File: config.mk
export PLATFORM = sky130hd
export DESIGN_NAME = mem_stage
export DESIGN_NICKNAME = d
export VERILOG_FILES = /design/src/rtl/mips_pkg.sv /design/src/rtl/memwb_reg.sv /design/src/rtl/mem_stage.sv
export SDC_FILE = /design/constraint.sdc
export NUM_CORES = 1
export LEC_CHECK = 0
export ABC_AREA = 1
export ABC_CLOCK_PERIOD_IN_PS = 4700
export BUFFER_PORTS_ARGS = -buffer_cell sky130_fd_sc_hd__buf_2
export CORE_AREA = 5 5 169 171
export DETAILED_ROUTE_END_ITERATION = 8
export DIE_AREA = 0 0 174 176
export GPL_ROUTABILITY_DRIVEN = 1
export GPL_TIMING_DRIVEN = 0
export RECOVER_POWER = 50
export SYNTH_ARGS = -nofsm -noshare
export SYNTH_HDL_FRONTEND = slang
export SYNTH_SLANG_ARGS = --single-unit
File: constraint.sdc
create_clock -name clock -period 4.7 [get_ports clock]
set_input_delay 0.94 -clock clock [delete_from_list [all_inputs] [get_ports clock]]
set_output_delay 0.94 -clock clock [all_outputs]
set_load 0.005 [all_outputs]
File: src/rtl/mips_pkg.sv
// Shared definitions for the MIPS MEM stage: FSM encodings, bus defaults
// and the MEM/WB payload layout.
package mips_pkg;

    localparam logic [1:0] ST_IDLE = 2'd0;
    localparam logic [1:0] ST_WAIT = 2'd1;
    localparam logic [1:0] ST_DONE = 2'd2;

    localparam int unsigned TIMEOUT_DEFAULT = 16;
    localparam logic [1:0]  WORD_ALIGN_MASK = 2'b11;

    typedef struct packed {
        logic [31:0] instr;
        logic [31:0] pc;
        logic        regwrite;
        logic        memtoreg;
        logic [31:0] readdata;
        logic [31:0] result;
        logic [4:0]  wreg;
    } memwb_t;

    function automatic logic is_word_aligned(input logic [1:0] addr_lsb);
        return (addr_lsb & WORD_ALIGN_MASK) == 2'b00;
    endfunction

endpackage

File: src/rtl/memwb_reg.sv
// MEM/WB pipeline register. While disabled (pipeline stalled) the payload is
// held but regwrite is cleared so writeback never retires a stalled slot twice.
module memwb_reg
    import mips_pkg::*;
(
    input  logic   clock,
    input  logic   reset_n,
    input  logic   i_en,
    input  memwb_t i_d,
    output memwb_t o_q
);

    memwb_t r_q;

    always_ff @(posedge clock or negedge reset_n) begin
        if (!reset_n) begin
            r_q <= '0;
        end else if (i_en) begin
            r_q <= i_d;
        end else begin
            r_q.regwrite <= 1'b0;
        end
    end

    assign o_q = r_q;

endmodule

File: src/rtl/mem_stage.sv
// MIPS MEM stage: data-memory access over a req/ack bus with timeout, branch
// and jump select, pipeline stall generation and the MEM/WB register.
module mem_stage
    import mips_pkg::*;
#(
    parameter int unsigned TIMEOUT = TIMEOUT_DEFAULT,
    parameter int unsigned CNT_W   = 5
) (
    input  logic        clock,
    input  logic        reset_n,
    input  logic [31:0] iInstr,
    input  logic        iRegWrite,
    input  logic        iMemRead,
    input  logic        iMemWrite,
    input  logic        iMemToReg,
    input  logic        iBranch,
    input  logic        iJump,
    input  logic [31:0] iB,
    input  logic [31:0] iResult,
    input  logic        iZero,
    input  logic [31:0] inextPCBranch,
    input  logic [31:0] iNPC1,
    input  logic [31:0] iPC,
    input  logic [4:0]  iwriteRegWire,
    output logic        dmem_req,
    output logic        dmem_we,
    output logic [31:0] dmem_addr,
    output logic [31:0] dmem_wdata,
    input  logic        dmem_ack,
    input  logic [31:0] dmem_rdata,
    output logic        oStall,
    output logic        oPCSrc,
    output logic        oJump,
    output logic [31:0] oInstr,
    output logic [31:0] oPC,
    output logic        oRegWrite,
    output logic        oMemToReg,
    output logic [31:0] oReadData,
    output logic [31:0] oResult,
    output logic [4:0]  owriteRegWire,
    output logic        oBusErr
);

    logic [1:0]       r_state;
    logic [CNT_W-1:0] r_cnt;
    logic [31:0]      r_rdata;
    logic             r_err;

    logic   w_memop;
    logic   w_misaligned;
    logic   w_start;
    logic   w_timeout;
    logic   w_no_wb;
    memwb_t w_memwb_d;
    memwb_t w_memwb_q;

    // The branch target itself is muxed upstream; PC+4 is not needed here.
    logic w_unused_npc;
    assign w_unused_npc = ^{iNPC1, inextPCBranch};

    assign w_memop      = iMemRead | iMemWrite;
    assign w_misaligned = !is_word_aligned(iResult[1:0]);
    assign w_start      = (r_state == ST_IDLE) && w_memop && !w_misaligned;
    assign w_timeout    = (r_cnt == CNT_W'(TIMEOUT - 1));

    assign oStall = w_start || (r_state == ST_WAIT);
    assign oPCSrc = iBranch & iZero;
    assign oJump  = iJump;

    always_ff @(posedge clock or negedge reset_n) begin
        if (!reset_n) begin
            r_state    <= ST_IDLE;
            r_cnt      <= '0;
            r_rdata    <= '0;
            r_err      <= 1'b0;
            dmem_req   <= 1'b0;
            dmem_we    <= 1'b0;
            dmem_addr  <= '0;
            dmem_wdata <= '0;
            oBusErr    <= 1'b0;
        end else begin
            oBusErr <= 1'b0;
            case (r_state)
                ST_IDLE: begin
                    if (w_memop) begin
                        if (w_misaligned) begin
                            oBusErr <= 1'b1;
                        end else begin
                            dmem_req   <= 1'b1;
                            dmem_we    <= iMemWrite;
                            dmem_addr  <= iResult;
                            dmem_wdata <= iB;
                            r_cnt      <= '0;
                            r_state    <= ST_WAIT;
                        end
                    end
                end
                ST_WAIT: begin
                    if (dmem_ack) begin
                        dmem_req <= 1'b0;
                        r_rdata  <= dmem_we ? '0 : dmem_rdata;
                        r_err    <= 1'b0;
                        r_state  <= ST_DONE;
                    end else if (w_timeout) begin
                        dmem_req <= 1'b0;
                        oBusErr  <= 1'b1;
                        r_rdata  <= '0;
                        r_err    <= 1'b1;
                        r_state  <= ST_DONE;
                    end else begin
                        r_cnt <= r_cnt + 1'b1;
                    end
                end
                ST_DONE: begin
                    r_err   <= 1'b0;
                    r_state <= ST_IDLE;
                end
                default: r_state <= ST_IDLE;
            endcase
        end
    end

    // Failed accesses (misaligned now, or timed out in WAIT) must not retire a write.
    assign w_no_wb = ((r_state == ST_IDLE) && w_memop && w_misaligned)
                   || ((r_state == ST_DONE) && r_err);

    always_comb begin
        w_memwb_d          = '0;
        w_memwb_d.instr    = iInstr;
        w_memwb_d.pc       = iPC;
        w_memwb_d.regwrite = iRegWrite & ~w_no_wb;
        w_memwb_d.memtoreg = iMemToReg;
        w_memwb_d.readdata = (r_state == ST_DONE) ? r_rdata : '0;
        w_memwb_d.result   = iResult;
        w_memwb_d.wreg     = iwriteRegWire;
    end

    memwb_reg u_memwb (
        .clock   (clock),
        .reset_n (reset_n),
        .i_en    (~oStall),
        .i_d     (w_memwb_d),
        .o_q     (w_memwb_q)
    );

    assign oInstr        = w_memwb_q.instr;
    assign oPC           = w_memwb_q.pc;
    assign oRegWrite     = w_memwb_q.regwrite;
    assign oMemToReg     = w_memwb_q.memtoreg;
    assign oReadData     = w_memwb_q.readdata;
    assign oResult       = w_memwb_q.result;
    assign owriteRegWire = w_memwb_q.wreg;

endmodule
==> results of run 1 <==
[flip-flops by register name (all words and copies together), names as in the netlist]
| signal | flops |
|---|---|
| dmem_addr | 32 |
| dmem_req | 1 |
| dmem_wdata | 32 |
| dmem_we | 1 |
| oBusErr | 1 |
| r_cnt | 5 |
| r_err | 1 |
| r_rdata | 32 |
| r_state | 2 |
| u_memwb.o_q | 135 |
[per-stage QoR]
step           TNS [ps]  std cells  hold WS, ps
3_5_place_dp          0       1710          453
6_report              0       1760          467
2_1_floorplan         0        989          460
4_1_cts               0       1759          324
3_3_place_gp    -422080       1708          448
5_1_grt               0       1760          482
[cell type report]
class | count | area, um^2 | share of cell area, %
Clock inverter | 10 | 135 | 1.07
Antenna cell | 1 | 2.50 | 0.0199
Tap cell | 341 | 427 | 3.39
Multi-Input combinational cell | 580 | 2550 | 20.2
Buffer | 62 | 337 | 2.67
Clock buffer | 39 | 771 | 6.12
Inverter | 105 | 394 | 3.13
Sequential cell | 242 | 6060 | 48.1
Timing Repair Buffer | 380 | 1920 | 15.3
[cells in the mapped netlist]
cell type  count
nand2_1      289
nand3_2        1
nand3_1      113
buf_2         24
nand2_2        1
buf_1          1
nor3b_1        1
dfrtp_1      242
nor2_2         2
nor3_1         1
inv_1        105
o21ai_0      150
nor2_1         8
buf_4         16
ha_1           2
buf_6          4
o21ai_1       12
clkbuf_1      17
[kinds of logic after synthesis]
| logic type | after synthesis |
|---|---|
| compound gates | 162 |
| simple gates | 416 |
| fa+ha+maj | 2 |
| flops | 242 |
| buf+inv | 167 |
[per-layer routing]
layer  GRT usage, %  wire, um  up-vias
li1               -         -     3952
met1           24.2     12700     3911
met2           32.3     14300      292
met3           5.89      2490       34
met4           3.13       381        6
met5              0        34        -
[power breakdown]
part           total, mW  switching (mW)  internal [mW]
Sequential          2.68           0.198           2.48
Clock               2.13           0.832           1.30
Combinational       1.17           0.686          0.484
[final timing paths]
check / end / from / cells past startpoint / slack [ps]
max: oStall / iResult[0] / 7 / 1020
min: u_memwb.o_q[103] / u_memwb.o_q[103] / 2 / 470
max reg2reg: u_memwb.o_q[97] / r_state[1] / 6 / 2370
min reg2reg: u_memwb.o_q[103] / u_memwb.o_q[103] / 2 / 470
max in group asynchronous: r_rdata[20] / reset_n / 3 / 1340
min in group asynchronous: u_memwb.o_q[78] / reset_n / 1 / 1370
[worst register-to-register path, cell delays in order (launching register included)]
cell      delay [ps]
dfrtp_1          400
nor2_2            60
nand3_1          420
clkbuf_1         630
clkbuf_1         430
nand3_1          220
nand2_1          110
==> impl_metrics.env, run 1 <==
export IMPL_fin_area_um2=12600
export IMPL_yosys_warnings=0
export IMPL_power_density_nw_per_um2=475
export IMPL_synth_seq_area_share_pct=64.7
export IMPL_grt_pass1_wl_mm=47.4
export IMPL_crit_path_max_fanout=10
export IMPL_clock_latency_ps=520
export IMPL_dp_slack_ps=1260
export IMPL_drt_initial_drc_count=457
export IMPL_hold_buffers=0
export IMPL_detail_route_antenna_nets=0
export IMPL_fin_ws_ps=1020
export IMPL_hpwl_mm=22.0
export IMPL_layout_common_cells="buf_2 (370), nand2_1 (290), dfrtp_1 (242)"
export IMPL_via_count=8195
export IMPL_io_buffers=378
export IMPL_drc=0
export IMPL_p_total_mw=5.99
export IMPL_vdd_drop_max_uv=270
export IMPL_path_delay_family="simple AND/OR/NAND/NOR gates"
export IMPL_wl_per_cell_um=17.0
export IMPL_rsz0062_at_grt="false"
export IMPL_numCtsBuffers=27
export IMPL_rows=60
export IMPL_critPathBufInv=4
export IMPL_grt_max_degree=118
export IMPL_tightest_slew_ps=2960
export IMPL_postPlaceCellArea_um2=11700
export IMPL_htree_levels=1
export IMPL_avgSynthCellArea_um2=9.46
export IMPL_worst_ep_required_time_ps=3760
export IMPL_cts_resized=0
export IMPL_fmax_mhz=272
export IMPL_leakagePower_nw=6.88
export IMPL_gp_congestion=0.788
export IMPL_fill_cells=2680
export IMPL_critPathKind="input pin to primary output"
export IMPL_worst_path_largest_cell_delay_ps=470
export IMPL_synthMuxAreaShare_pct=0
export IMPL_dieArea_um2=30600
export IMPL_nets=1639
export IMPL_die_h_um=176
export IMPL_syn_cell_area_um2=9360
export IMPL_synth_xor_xnor_area_share_pct=0
export IMPL_endpoint_kind="primary output"
export IMPL_routed_wl_mm=29.9
export IMPL_synth_top_family_by_area="simple AND/OR/NAND/NOR gates"
export IMPL_post_route_cells_drive_above_1_share_pct=30.7
export IMPL_cts_root_buf="clkbuf_16"
export IMPL_postCtsSetupRepairBufs=0
export IMPL_setup_viol=0
export IMPL_hold_viol_final=0
export IMPL_drt_first_pass_iters=5
export IMPL_cts_sinks=242
export IMPL_die_width_um=174
export IMPL_finalCriticalPeriod_ps=3680
export IMPL_yosys_area_top_type="dfrtp_1"
export IMPL_cts_tree="yes"
export IMPL_period_share_pct=78.3
export IMPL_synth_cell_types=18
export IMPL_clock_skew_ps=11.0
export IMPL_grt_pass1_vias=8514
export IMPL_grt_usage_pct=18.9
export IMPL_relSlewSlack_pct=-97.3
export IMPL_grt_overflow=0
export IMPL_antenna_found_initial=4
export IMPL_post_drt_via_cell_ratio=4.66
export IMPL_synth_top_cell_area_share_pct=64.7
export IMPL_ys_ff_latch=242
export IMPL_synthCells=989
export IMPL_cp_data_arrival_time_ps=2740
export IMPL_maxSlewViolCount=54
export IMPL_worst_setup_path_start_kind="input pin"
export IMPL_yosys_area_share_simple_pct=18.4
export IMPL_core_area_um2=26700
export IMPL_clk_pin_slew_worst_paths_ps=60
export IMPL_violations="max-capacitance violations, max-slew violations"
export IMPL_cap_violations=1
export IMPL_crit_chain="buf_2 > nor2_1 > nand3_1 > nand2_1 > buf_4 > buf_4 > buf_2"
export IMPL_mostFrequentLayoutCell="buf_2"
export IMPL_status="finished, violations left"
export IMPL_start_util_pct=35.0
export IMPL_cpMaxStageDelayCell="nand3_1"
export IMPL_ys_top_cells_by_area="dfrtp_1 (65%), nand2_1 (12%), o21ai_0 (8.0%)"
export IMPL_synth_compound_gate_area_share_pct=8.66
export IMPL_syn_nets=1230
export IMPL_final_util_pct=47.1
export IMPL_syn2layout_area_growth_pct=34.5
export IMPL_io_pins=444
export IMPL_hp_class="flip-flop to flip-flop"
export IMPL_cts_path_max_buffers=3
export IMPL_synthAdderAreaFrac_pct=0.267
Note: power is estimated with default switching activity, not from simulation.
==> run 2: changes to the inputs <==
- ABC_CLOCK_PERIOD_IN_PS: 4700 -> 3680
- clock period: 4.7 -> 3.68 ns (I/O delays scaled with it)
==> impl_metrics.env, run 2 (synthesis gave the netlist of run 1 again) <==
export IMPL_power_share_sequential_pct=44.9
export IMPL_violations="max-capacitance violations, max-slew violations"
export IMPL_cts_sinks=242
export IMPL_maxSlewViolCount=73
export IMPL_period_share_pct=85.5
export IMPL_cts_root_buf="clkbuf_16"
export IMPL_power_density_nw_per_um2=607
export IMPL_postCtsSetupRepairBufs=0
export IMPL_grt_max_degree=118
export IMPL_clock_latency_ps=520
export IMPL_p_clk_share_pct=35.7
export IMPL_hold_buffers=0
export IMPL_setup_viol=0
export IMPL_use_met3_pct=5.89
export IMPL_cts_path_max_buffers=3
export IMPL_largest_reg_flops=135
export IMPL_clock_skew_ps=11.5
export IMPL_cts_tree="yes"
export IMPL_sw_frac_of_total_pct=28.7
export IMPL_grt_busiest_layer="met2"
export IMPL_grt_pass1_wl_mm=47.4
export IMPL_core_area_um2=26700
export IMPL_via_count=8192
export IMPL_drt_first_pass_iters=5
export IMPL_io_pins=444
export IMPL_hold_viol_final=0
export IMPL_setup_tns_ps=0
export IMPL_fmax_mhz=318
export IMPL_layout_common_cells="buf_2 (343), nand2_1 (289), dfrtp_1 (242)"
export IMPL_dieArea_um2=30600
export IMPL_clk_pin_slew_worst_paths_ps=60
export IMPL_grt_pass1_vias=8514
export IMPL_numCtsBuffers=27
export IMPL_tightest_slew_ps=1920
export IMPL_final_util_pct=47.0
export IMPL_cp_data_arrival_time_ps=2410
export IMPL_io_buffers=378
export IMPL_finalCriticalPeriod_ps=3150
export IMPL_nets=1639
export IMPL_die_h_um=176
export IMPL_hpwl_mm=22.0
export IMPL_drc=0
export IMPL_fill_cells=2691
export IMPL_leakagePower_nw=6.78
export IMPL_met1_usage_pct=24.2
export IMPL_crit_path_max_fanout=10
export IMPL_post_route_cells_drive_above_1_share_pct=29.0
export IMPL_rows=60
export IMPL_pwr_share_comb_pct=19.4
export IMPL_hp_class="input pin to asynchronous set/reset pin"
export IMPL_syn2layout_area_growth_pct=34.1
export IMPL_cts_resized=0
export IMPL_rsz0062_at_grt="false"
export IMPL_die_width_um=174
export IMPL_drt_initial_drc_count=489
export IMPL_htree_levels=1
export IMPL_gp_congestion=0.788
export IMPL_p_int_mw=5.43
export IMPL_post_drt_via_cell_ratio=4.65
export IMPL_endpoint_kind="primary output"
export IMPL_grt_overflow=0
export IMPL_vdd_drop_max_uv=342
export IMPL_critPathKind="input pin to primary output"
export IMPL_relSlewSlack_pct=-28.3
export IMPL_wl_per_cell_um=17.0
export IMPL_routed_wl_mm=29.9
export IMPL_status="finished, violations left"
export IMPL_worst_ep_required_time_ps=2940
export IMPL_cap_violations=1
export IMPL_p_sw_mw=2.19
export IMPL_start_util_pct=35.0
export IMPL_worst_setup_path_start_kind="input pin"
export IMPL_detail_route_antenna_nets=0
export IMPL_mostFrequentLayoutCell="buf_2"
export IMPL_grt_usage_pct=18.9
export IMPL_gr_usage_met2_pct=32.3
export IMPL_antenna_found_initial=4
-- run 2: final cells by class --
class	instances	area, um^2	area share (%)
Multi-Input combinational cell	580	2550	20.3
Inverter	105	394	3.14
Buffer	62	347	2.76
Antenna cell	1	2.50	0.0199
Sequential cell	242	6060	48.2
Clock inverter	10	135	1.08
Tap cell	341	427	3.40
Timing Repair Buffer	380	1870	14.9
Clock buffer	39	771	6.14
-- run 2: critical path: stages --
cell     delay, ps
buf_2          120
nor2_2         180
nand3_1        450
nand2_2        260
buf_4          260
buf_4          240
buf_2          140
-- run 2: path summary, 6_finish.rpt --
check,from,end,slack [ps],depth (start not counted)
worst max-delay path,iResult[1],oStall,530,7
worst min-delay path,reset_n,u_memwb.o_q[78],110,1
worst max register to register,r_state[1],u_memwb.o_q[100],1430,6
worst min register to register,u_memwb.o_q[87],u_memwb.o_q[87],470,2
max in group asynchronous,reset_n,r_rdata[20],1130,3
min in group clock,iInstr[13],u_memwb.o_q[116],440,3
-- run 2: power groups by stage --
stage	Sequential [mW]	Clock [mW]	Combinational, mW
2_1_floorplan	3.48	0	0.633
3_3_place_gp	3.45	0	1.52
3_5_place_dp	3.46	0	1.55
4_1_cts	3.42	2.80	1.55
5_1_grt	3.49	2.91	1.69
6_report	3.43	2.72	1.48
-- run 2: routing by layer --
metal,part of all wire [%],wire length [um],vias to the layer above
met5,0.11,34,-
met1,42,12600,3882
met3,8.8,2650,36
met4,1.4,414,6
li1,-,-,3958
met2,48,14300,310
-- run 2: stage by stage --
step                      hold WS, ps  area (um^2)  instances  power [mW]  worst slack, ps
final                             113        12600       1760        7.63              532
after global routing              127        12600       1760        8.09              310
after CTS                         120        12600       1759        7.77              637
after detailed placement          453        11700       1710        5.01              651
after global placement            448        11700       1708        4.97            -2590
after floorplan                   440         9360        989        4.12             1510
==> run 3: changes to the inputs <==
==> constraint.sdc (replaced) <==
create_clock -name clock -period 3.68 [get_ports clock]
set_input_delay 0.552 -clock clock [delete_from_list [all_inputs] [get_ports clock]]
set_output_delay 0.552 -clock clock [all_outputs]
set_load 0.005 [all_outputs]
==> impl_metrics.env, run 3 (synthesis gave the netlist of run 1 again) <==
export IMPL_die_h_um=176
export IMPL_largest_reg_flops=135
export IMPL_post_drt_via_cell_ratio=4.64
export IMPL_placedCellCount=1710
export IMPL_antenna_found_initial=4
export IMPL_core_area_um2=26700
export IMPL_start_util_pct=35.0
export IMPL_grt_max_degree=118
export IMPL_cts_tree="yes"
export IMPL_numCtsBuffers=27
export IMPL_finalNonFillerCells=1761
export IMPL_postPlaceCellArea_um2=11700
export IMPL_grt_overflow=0
export IMPL_worst_setup_path_start_kind="flip-flop"
export IMPL_die_width_um=174
export IMPL_cts_path_max_buffers=3
export IMPL_htree_levels=1
export IMPL_met1_usage_pct=24.2
export IMPL_leakagePower_nw=6.45
export IMPL_grt_busiest_layer="met2"
export IMPL_hold_viol_final=0
export IMPL_vdd_drop_max_uv=341
export IMPL_cts_resized=0
export IMPL_critPathBufInv=3
export IMPL_power_density_nw_per_um2=610
export IMPL_worst_hold_slack_ps=259
export IMPL_syn2layout_area_growth_pct=33.1
export IMPL_p_total_mw=7.59
export IMPL_drt_initial_drc_count=445
export IMPL_via_count=8178
export IMPL_gp_congestion=0.788
export IMPL_detail_route_antenna_nets=0
export IMPL_mostFrequentLayoutCell="nand2_1"
export IMPL_crit_chain="nor2_1 > nand3_1 > nand2_1 > buf_4 > buf_4 > buf_2"
export IMPL_period_share_pct=81.7
export IMPL_io_pins=444
export IMPL_layout_common_cells="nand2_1 (290), buf_2 (244), dfrtp_1 (242)"
export IMPL_rsz0062_at_grt="false"
export IMPL_grt_pass1_wl_mm=47.4
export IMPL_final_util_pct=46.6
export IMPL_hpwl_mm=22.0
export IMPL_fin_area_um2=12500
export IMPL_endpoint_kind="primary output"
export IMPL_status="finished, final reports clean"
export IMPL_cts_root_buf="clkbuf_16"
export IMPL_io_buffers=378
export IMPL_gr_usage_met2_pct=32.4
export IMPL_cts_sinks=242
export IMPL_path_delay_family="simple AND/OR/NAND/NOR gates"
export IMPL_maxSlewViolCount=0
export IMPL_worst_path_largest_cell_delay_ps=420
export IMPL_grt_usage_pct=18.9
export IMPL_clock_latency_ps=520
export IMPL_use_met3_pct=5.97
export IMPL_drt_first_pass_iters=5
export IMPL_cpMaxStageDelayCell="nand3_1"
export IMPL_crit_top_cell="buf_4"
export IMPL_relSlewSlack_pct=51.3
export IMPL_finalCriticalPeriod_ps=3010
export IMPL_drc=0
export IMPL_clk_pin_slew_worst_paths_ps=60
export IMPL_setup_viol=0
export IMPL_worst_ep_required_time_ps=3130
export IMPL_cap_violations=0
export IMPL_critPathKind="flip-flop to primary output"
export IMPL_cp_data_arrival_time_ps=2450
export IMPL_post_route_cells_drive_above_1_share_pct=21.8
export IMPL_dieArea_um2=30600
export IMPL_nets=1640
export IMPL_grt_pass1_vias=8523
export IMPL_tightest_slew_ps=731
export IMPL_clock_skew_ps=9.97
export IMPL_hp_class="input pin to flip-flop"
export IMPL_fmax_mhz=333
export IMPL_wl_per_cell_um=17.0
export IMPL_routed_wl_mm=29.9
export IMPL_rows=60
export IMPL_crit_path_max_fanout=10
[run 3: stage by stage]
step | setup TNS (ps) | worst slack [ps]
6_report | 0 | 674
4_1_cts | 0 | 821
3_3_place_gp | -575020 | -2400
3_5_place_dp | 0 | 1020
5_1_grt | 0 | 381
2_1_floorplan | 0 | 1880
[run 3: worst paths after layout]
path / from / end / slack, ps / cells after the start
max: r_state[1] / oStall / 670 / 6
min: iInstr[13] / u_memwb.o_q[116] / 260 / 3
max reg2reg: r_state[1] / u_memwb.o_q[97] / 1520 / 6
min reg2reg: u_memwb.o_q[112] / u_memwb.o_q[112] / 470 / 2
max in group asynchronous: reset_n / r_rdata[20] / 1820 / 4
min in group asynchronous: reset_n / u_memwb.o_q[78] / 540 / 2
[run 3: power by group]
group	switching, mW	internal [mW]
clock network	1.07	1.66
registers	0.261	3.17
logic	0.879	0.553
[run 3: area by class of cell]
type / count / area, um^2
clock buffers: 39 / 771
well taps: 341 / 427
plain buffers: 62 / 350
flip-flops and latches: 242 / 6060
clock inverters: 10 / 135
multi-input cells: 580 / 2550
diodes: 1 / 2.50
repair buffers: 381 / 1770
inverters: 105 / 394
fillers: 2728 / 14300
[run 3: what timing repair did]
action	CTS	global route
endpoints found under the hold margin	53	0
hold buffers	1	0
buffers inserted	0	0
[run 3: tightest hold or removal path: stages]
cell	delay, ps
buf_2	70
nand3_1	60
nand2_1	60
[run 3: per-layer routing]
metal | up-vias | routed length [um]
met5 | - | 34
met4 | 6 | 399
met3 | 36 | 2560
met2 | 292 | 14300
met1 | 3889 | 12600
li1 | 3955 | -
